--- src/rtl/fetch_unit.sv ---
// Instruction-fetch front end: holds the fetch PC, issues pipelined memory requests,
// buffers in-order responses in a small reservation queue and hands them to decode.
module fetch_unit #(
    parameter int                ADDR_W   = 32,
    parameter int                INSTR_W  = 32,
    parameter int                DEPTH    = 4,
    parameter logic [ADDR_W-1:0] RESET_PC = {ADDR_W{1'b0}}
) (
    input  logic               clk_i,
    input  logic               rst_i,
    output logic               imem_req_o,
    output logic [ADDR_W-1:0]  imem_addr_o,
    input  logic               imem_ack_i,
    input  logic               imem_rvalid_i,
    input  logic [INSTR_W-1:0] imem_rdata_i,
    input  logic               redirect_i,
    input  logic [ADDR_W-1:0]  redirect_pc_i,
    output logic               instr_valid_o,
    output logic [INSTR_W-1:0] instr_o,
    output logic [ADDR_W-1:0]  instr_pc_o,
    input  logic               instr_ready_i
);

    localparam int PTR_W = $clog2(DEPTH);
    localparam int CNT_W = PTR_W + 1;
    localparam int SUM_W = CNT_W + 1;
    localparam logic [SUM_W-1:0] DEPTH_C = SUM_W'(DEPTH);

    logic [ADDR_W-1:0]  fetch_pc_r;
    logic [ADDR_W-1:0]  pc_r    [DEPTH];
    logic [INSTR_W-1:0] instr_r [DEPTH];
    logic [DEPTH-1:0]   filled_r;
    logic [PTR_W-1:0]   head_r;
    logic [PTR_W-1:0]   tail_r;
    logic [PTR_W-1:0]   fill_r;
    logic [CNT_W-1:0]   count_r;
    logic [CNT_W-1:0]   unfilled_r;
    logic [CNT_W-1:0]   discard_r;

    logic [SUM_W-1:0]   credit_s;
    logic               reserve_s;
    logic               fill_s;
    logic               drop_s;
    logic               pop_s;
    logic [CNT_W-1:0]   redir_sum_s;
    logic [CNT_W-1:0]   redir_discard_s;
    logic               unused_s;

    assign unused_s = ^redirect_pc_i[1:0];

    // Request credit, handshake qualifiers and head-of-queue presentation.
    always_comb begin
        credit_s      = {1'b0, count_r} + {1'b0, discard_r};
        imem_req_o    = (credit_s < DEPTH_C) & ~redirect_i;
        imem_addr_o   = fetch_pc_r;
        reserve_s     = imem_req_o & imem_ack_i;
        drop_s        = imem_rvalid_i & (discard_r != {CNT_W{1'b0}});
        fill_s        = imem_rvalid_i & (discard_r == {CNT_W{1'b0}}) & (unfilled_r != {CNT_W{1'b0}});
        instr_valid_o = filled_r[head_r] & (count_r != {CNT_W{1'b0}});
        instr_o       = instr_r[head_r];
        instr_pc_o    = pc_r[head_r];
        pop_s         = instr_valid_o & instr_ready_i;
    end

    // Stale responses still owed after a redirect; one arriving this cycle is already retired.
    always_comb begin
        redir_sum_s = discard_r + unfilled_r;
        if (imem_rvalid_i && (redir_sum_s != {CNT_W{1'b0}})) begin
            redir_discard_s = redir_sum_s - CNT_W'(1);
        end else begin
            redir_discard_s = redir_sum_s;
        end
    end

    // Fetch PC, queue storage, pointers and counters.
    always_ff @(posedge clk_i or posedge rst_i) begin
        if (rst_i) begin
            fetch_pc_r <= RESET_PC;
            for (int i = 0; i < DEPTH; i++) begin
                pc_r[i]    <= {ADDR_W{1'b0}};
                instr_r[i] <= {INSTR_W{1'b0}};
            end
            filled_r   <= {DEPTH{1'b0}};
            head_r     <= {PTR_W{1'b0}};
            tail_r     <= {PTR_W{1'b0}};
            fill_r     <= {PTR_W{1'b0}};
            count_r    <= {CNT_W{1'b0}};
            unfilled_r <= {CNT_W{1'b0}};
            discard_r  <= {CNT_W{1'b0}};
        end else if (redirect_i) begin
            fetch_pc_r <= {redirect_pc_i[ADDR_W-1:2], 2'b00};
            for (int i = 0; i < DEPTH; i++) begin
                pc_r[i]    <= {ADDR_W{1'b0}};
                instr_r[i] <= {INSTR_W{1'b0}};
            end
            filled_r   <= {DEPTH{1'b0}};
            head_r     <= {PTR_W{1'b0}};
            tail_r     <= {PTR_W{1'b0}};
            fill_r     <= {PTR_W{1'b0}};
            count_r    <= {CNT_W{1'b0}};
            unfilled_r <= {CNT_W{1'b0}};
            discard_r  <= redir_discard_s;
        end else begin
            // Reserve, fill and pop touch distinct entries whenever they coincide.
            if (reserve_s) begin
                pc_r[tail_r]     <= fetch_pc_r;
                filled_r[tail_r] <= 1'b0;
                tail_r           <= tail_r + PTR_W'(1);
                fetch_pc_r       <= fetch_pc_r + ADDR_W'(4);
            end
            if (fill_s) begin
                instr_r[fill_r]  <= imem_rdata_i;
                filled_r[fill_r] <= 1'b1;
                fill_r           <= fill_r + PTR_W'(1);
            end
            if (drop_s) begin
                discard_r <= discard_r - CNT_W'(1);
            end else begin
                discard_r <= discard_r;
            end
            if (pop_s) begin
                pc_r[head_r]     <= {ADDR_W{1'b0}};
                instr_r[head_r]  <= {INSTR_W{1'b0}};
                filled_r[head_r] <= 1'b0;
                head_r           <= head_r + PTR_W'(1);
            end
            count_r    <= count_r + CNT_W'(reserve_s) - CNT_W'(pop_s);
            unfilled_r <= unfilled_r + CNT_W'(reserve_s) - CNT_W'(fill_s);
        end
    end

endmodule

--- config.mk ---
export PLATFORM = sky130hd
export DESIGN_NAME = fetch_unit
export DESIGN_NICKNAME = d
export VERILOG_FILES = /design/src/rtl/fetch_unit.sv
export SDC_FILE = /design/constraint.sdc
export NUM_CORES = 1
export LEC_CHECK = 0
export BUFFER_PORTS_ARGS = -buffer_cell sky130_fd_sc_hd__clkbuf_2
export CAP_MARGIN = 20
export CORE_MARGIN = 4
export CORE_UTILIZATION = 60
export CTS_CLUSTER_SIZE = 25
export DETAILED_ROUTE_END_ITERATION = 12
export HOLD_SLACK_MARGIN = 0.08
export PLACE_DENSITY = 0.82
export SLEW_MARGIN = 10
export SYNTH_ARGS = -nofsm -noshare
export SYNTH_HDL_FRONTEND = slang
export SYNTH_SLANG_ARGS = --single-unit
--- constraint.sdc ---
create_clock -name clk_i -period 20.6 [get_ports clk_i]
set_input_delay 6.18 -clock clk_i [delete_from_list [all_inputs] [get_ports clk_i]]
set_output_delay 6.18 -clock clk_i [all_outputs]
set_load 0.02 [all_outputs]
==> qor.yml <==
status: "finished, final reports clean"
fin_nets: 1736
power.leakage_uw: 0.00720
final.setup.worst_slack_ps: 6970
tns_ps: 0
dieArea_um2: 27100
ys_seq_area_share_pct: 51.8
rr_worst_depth: 10
ys_types: 46
grt_overflow_total: 0
cts_made_buffers: 34
synth_fa_ha_area_share_pct: 2.45
finalHoldViolCount: 0
cts_resized: 0
route.detailed.drc: 0
path_class: "in -> out"
yosys.area_share.xor_xnor_pct: 0.951
hp-class: "reg -> reg"
wl_per_cell_um: 20.5
power_uw: 1460
post-dp-hpwl_mm: 23.7
synth.avg_cell_area_um2: 9.48
peakVddDrop_v: 0.0000796
drt-total-wl_mm: 40.8
io_buffers: 163
ys_async_sr_fraction_pct: 100
grt_pass1_wl_mm: 65.1
globalplace.congestion: 0.813
finClkSkew_ps: 21.0
post_cts_buffers: 0
fp.dieW_um: 165
end_kind: "output pin"
period_needed_ps: 13630
fill_cells: 1788
max-slew-margin-rel_pct: 23.6
critPathMaxFanout: 54
rsz0062_at_grt: "no"
cts-root-buf: "clkbuf_16"
antenna_found_initial: 0
core_area_um2: 24200
hold_path_depth: 2
clockBufferDepth: 3
critical_path.top_delay_family: "simple AND/OR/NAND/NOR gates"
setup_violations: 0
synth-compound-area-share_pct: 11.5
worstPathArrival_ps: 7450
ios: 168
crit_path_frequent_cell: "clkbuf_2"
r2r_end: "count_r[2]"
p_per_area_nw_per_um2: 86.5
critPathSlowestCell: "or4_1"
die_y_um: 165
ant_nets: 0
slew_viol_final: 0
syn_inst: 1554
htree_levels: 2
slowest_delay_ps: 550
synthesis.area_um2: 14700
cts_tree: "done"
cts_sinks: 305
fp-row-count: 57
multi_input_area_um2: 6540
synth_edf_count: 0
synth_warnings: 0
worst_pin_slew_ps: 1150
whs_endpoint: "pc_r[33]"
num_vias: 12401
holdCritStartpoint: "pc_r[33]"
syn_to_final_growth_pct: 14.2
regArea_um2: 7640
synth_ff_type: "dfrtp_1"
ys_ff_latch: 305
grt.total_usage_pct: 30.3
fin_crit_sh_pct: 66.2
synthSimpleGateAreaFrac_pct: 18.6
antennaDiodeCount: 0
critPathLaunchType: "input pin"
cts_hold_buf: 0
r2r-start: "head_r[0]"
fmax_ghz: 0.0734
worstPathRequired_ps: 14420
drt_pass1_iterations: 5
r2r_slack_ps: 16750
muxShareOfSynthArea_pct: 10.5
avgViaCountPerCell: 6.23
path_cells: "clkbuf_2 -> buf_4 -> or4_1 -> nor2_1 -> clkbuf_2"
synth_top_family_by_area: "simple AND/OR/NAND/NOR gates"
initial_utilization_pct: 60.8
cp_num_buf_inv: 3
dp_slack_ps: 6980
drive_above_1_share_pct: 19.1
grt_pass1_vias: 12724
cap_violations: 0
clk_pin_slew_ps: 60
clock_latency_ps: 520
grt_max_degree: 143
drt_iter0_drc: 1296
==> how the worst max path moves through the flow <==
stage               startpoint          to  slack [ps]  cells past startpoint
floorplan                rst_i  count_r[0]        5990                      1
global placement    redirect_i  imem_req_o        6980                      5
global route        redirect_i  imem_req_o        6880                      5
detailed placement  redirect_i  imem_req_o        6980                      5
CTS                 redirect_i  imem_req_o        6980                      5
finish              redirect_i  imem_req_o        6970                      5
==> synth_stat cells (all sizes together), types with 2 or more instances <==
master  count  share of area (%)
o31a        3               0.18
mux2        3               0.23
fa          3               0.41
o21ai      11               0.37
nand4      14               0.59
a21oi     257                8.7
buf        35                1.1
clkbuf     99                2.5
mux2i       5               0.34
and3        9               0.38
nor2       35               0.89
nor4        3               0.13
nor4b       2               0.12
dfrtp     305                 52
ha         24                2.0
nand3      19               0.65
nand2     534                 14
and2        2              0.085
o41ai       2               0.12
and4        6               0.36
or4        19               0.99
xnor2       9               0.54
inv        23               0.59
o211ai      2               0.10
o311ai      4               0.24
nor3        2              0.068
nor2b       6               0.25
a31oi      14               0.59
mux4       65                9.9
or3         5               0.21
a21o        4               0.20
o31ai      15               0.76
xor2        7               0.42
==> cell families after synthesis <==
logic type               Yosys count
AND/OR/NAND/NOR                  660
AO/OA/AOI/OAI                    315
flip-flops                       305
buffers and inverters            157
multiplexers                      73
adder cells (fa/ha/maj)           27
XOR/XNOR                          16
other                              1
==> per-stage QoR <==
| step | instance area [um2] | instances | utilization (%) | hold WS, ps |
|---|---|---|---|---|
| after floorplan | 14700 | 1555 | - | 464 |
| after global placement | 15600 | 1925 | 64.4 | 479 |
| after detailed placement | 15600 | 1925 | 64.4 | 487 |
| after CTS | 16800 | 1987 | 69.2 | 496 |
| after global routing | 16800 | 1989 | 69.4 | 510 |
| final | 16800 | 1989 | 69.4 | 497 |
==> worst min-delay path, delay by kind of cell, from the launching register on <==
kind / cells / cell delay [ps]
and+or+nand+nor: 2 / 90
DFF: 1 / 370
==> layout make-up <==
type	count	share of cell area, %
timing repair buffer	182	5.93
multi-input combinational	1093	38.9
tap	324	2.41
sequential	305	45.4
inverter	23	0.558
clock buffer	49	5.81
clock inverter	13	1.00
==> report_power, final <==
part	switching (uW)	leakage, uW	internal [uW]
combinational	123	0.00246	63.9
sequential	30.3	0.00417	620
clock	247	0.000567	372
total	400	0.00720	1050
==> registers in the layout (all words and copies together) (netlist names) <==
register	cells
imem_addr_o	30
fill_r	2
filled_r	4
tail_r	2
discard_r	3
head_r	2
unfilled_r	3
pc_r	128
instr_r	128
count_r	3
==> placed cells by master, fill, tap and decap left out, types with 3 or more instances in the layout <==
cell type / instances
nand2_1: 534
dfrtp_1: 303
a21oi_1: 257
clkbuf_2: 163
mux4_2: 65
nor2_1: 35
clkbuf_16: 35
ha_1: 24
inv_1: 22
or4_1: 18
buf_4: 17
nand3_1: 15
o31ai_1: 15
nand4_1: 14
a31oi_1: 14
o21ai_0: 11
xnor2_1: 9
clkbuf_1: 9
and3_1: 8
xor2_1: 7
clkinv_2: 7
and4_1: 6
nor2b_1: 6
or3_1: 5
mux2i_1: 5
clkbuf_8: 5
a21o_4: 4
nand3_2: 4
o31a_1: 3
mux2_2: 3
nor4_1: 3
o311ai_0: 3
fa_1: 3
bufinv_16: 3
==> routing by layer <==
layer,GRT usage (%),part of all wire [%],up-vias
met4,10.4,2.7,0
met1,39.6,38,6116
met3,5.84,10,104
li1,-,-,5451
met2,51.1,49,730
met5,0,0,-
Power figures use the tool's default switching activity.
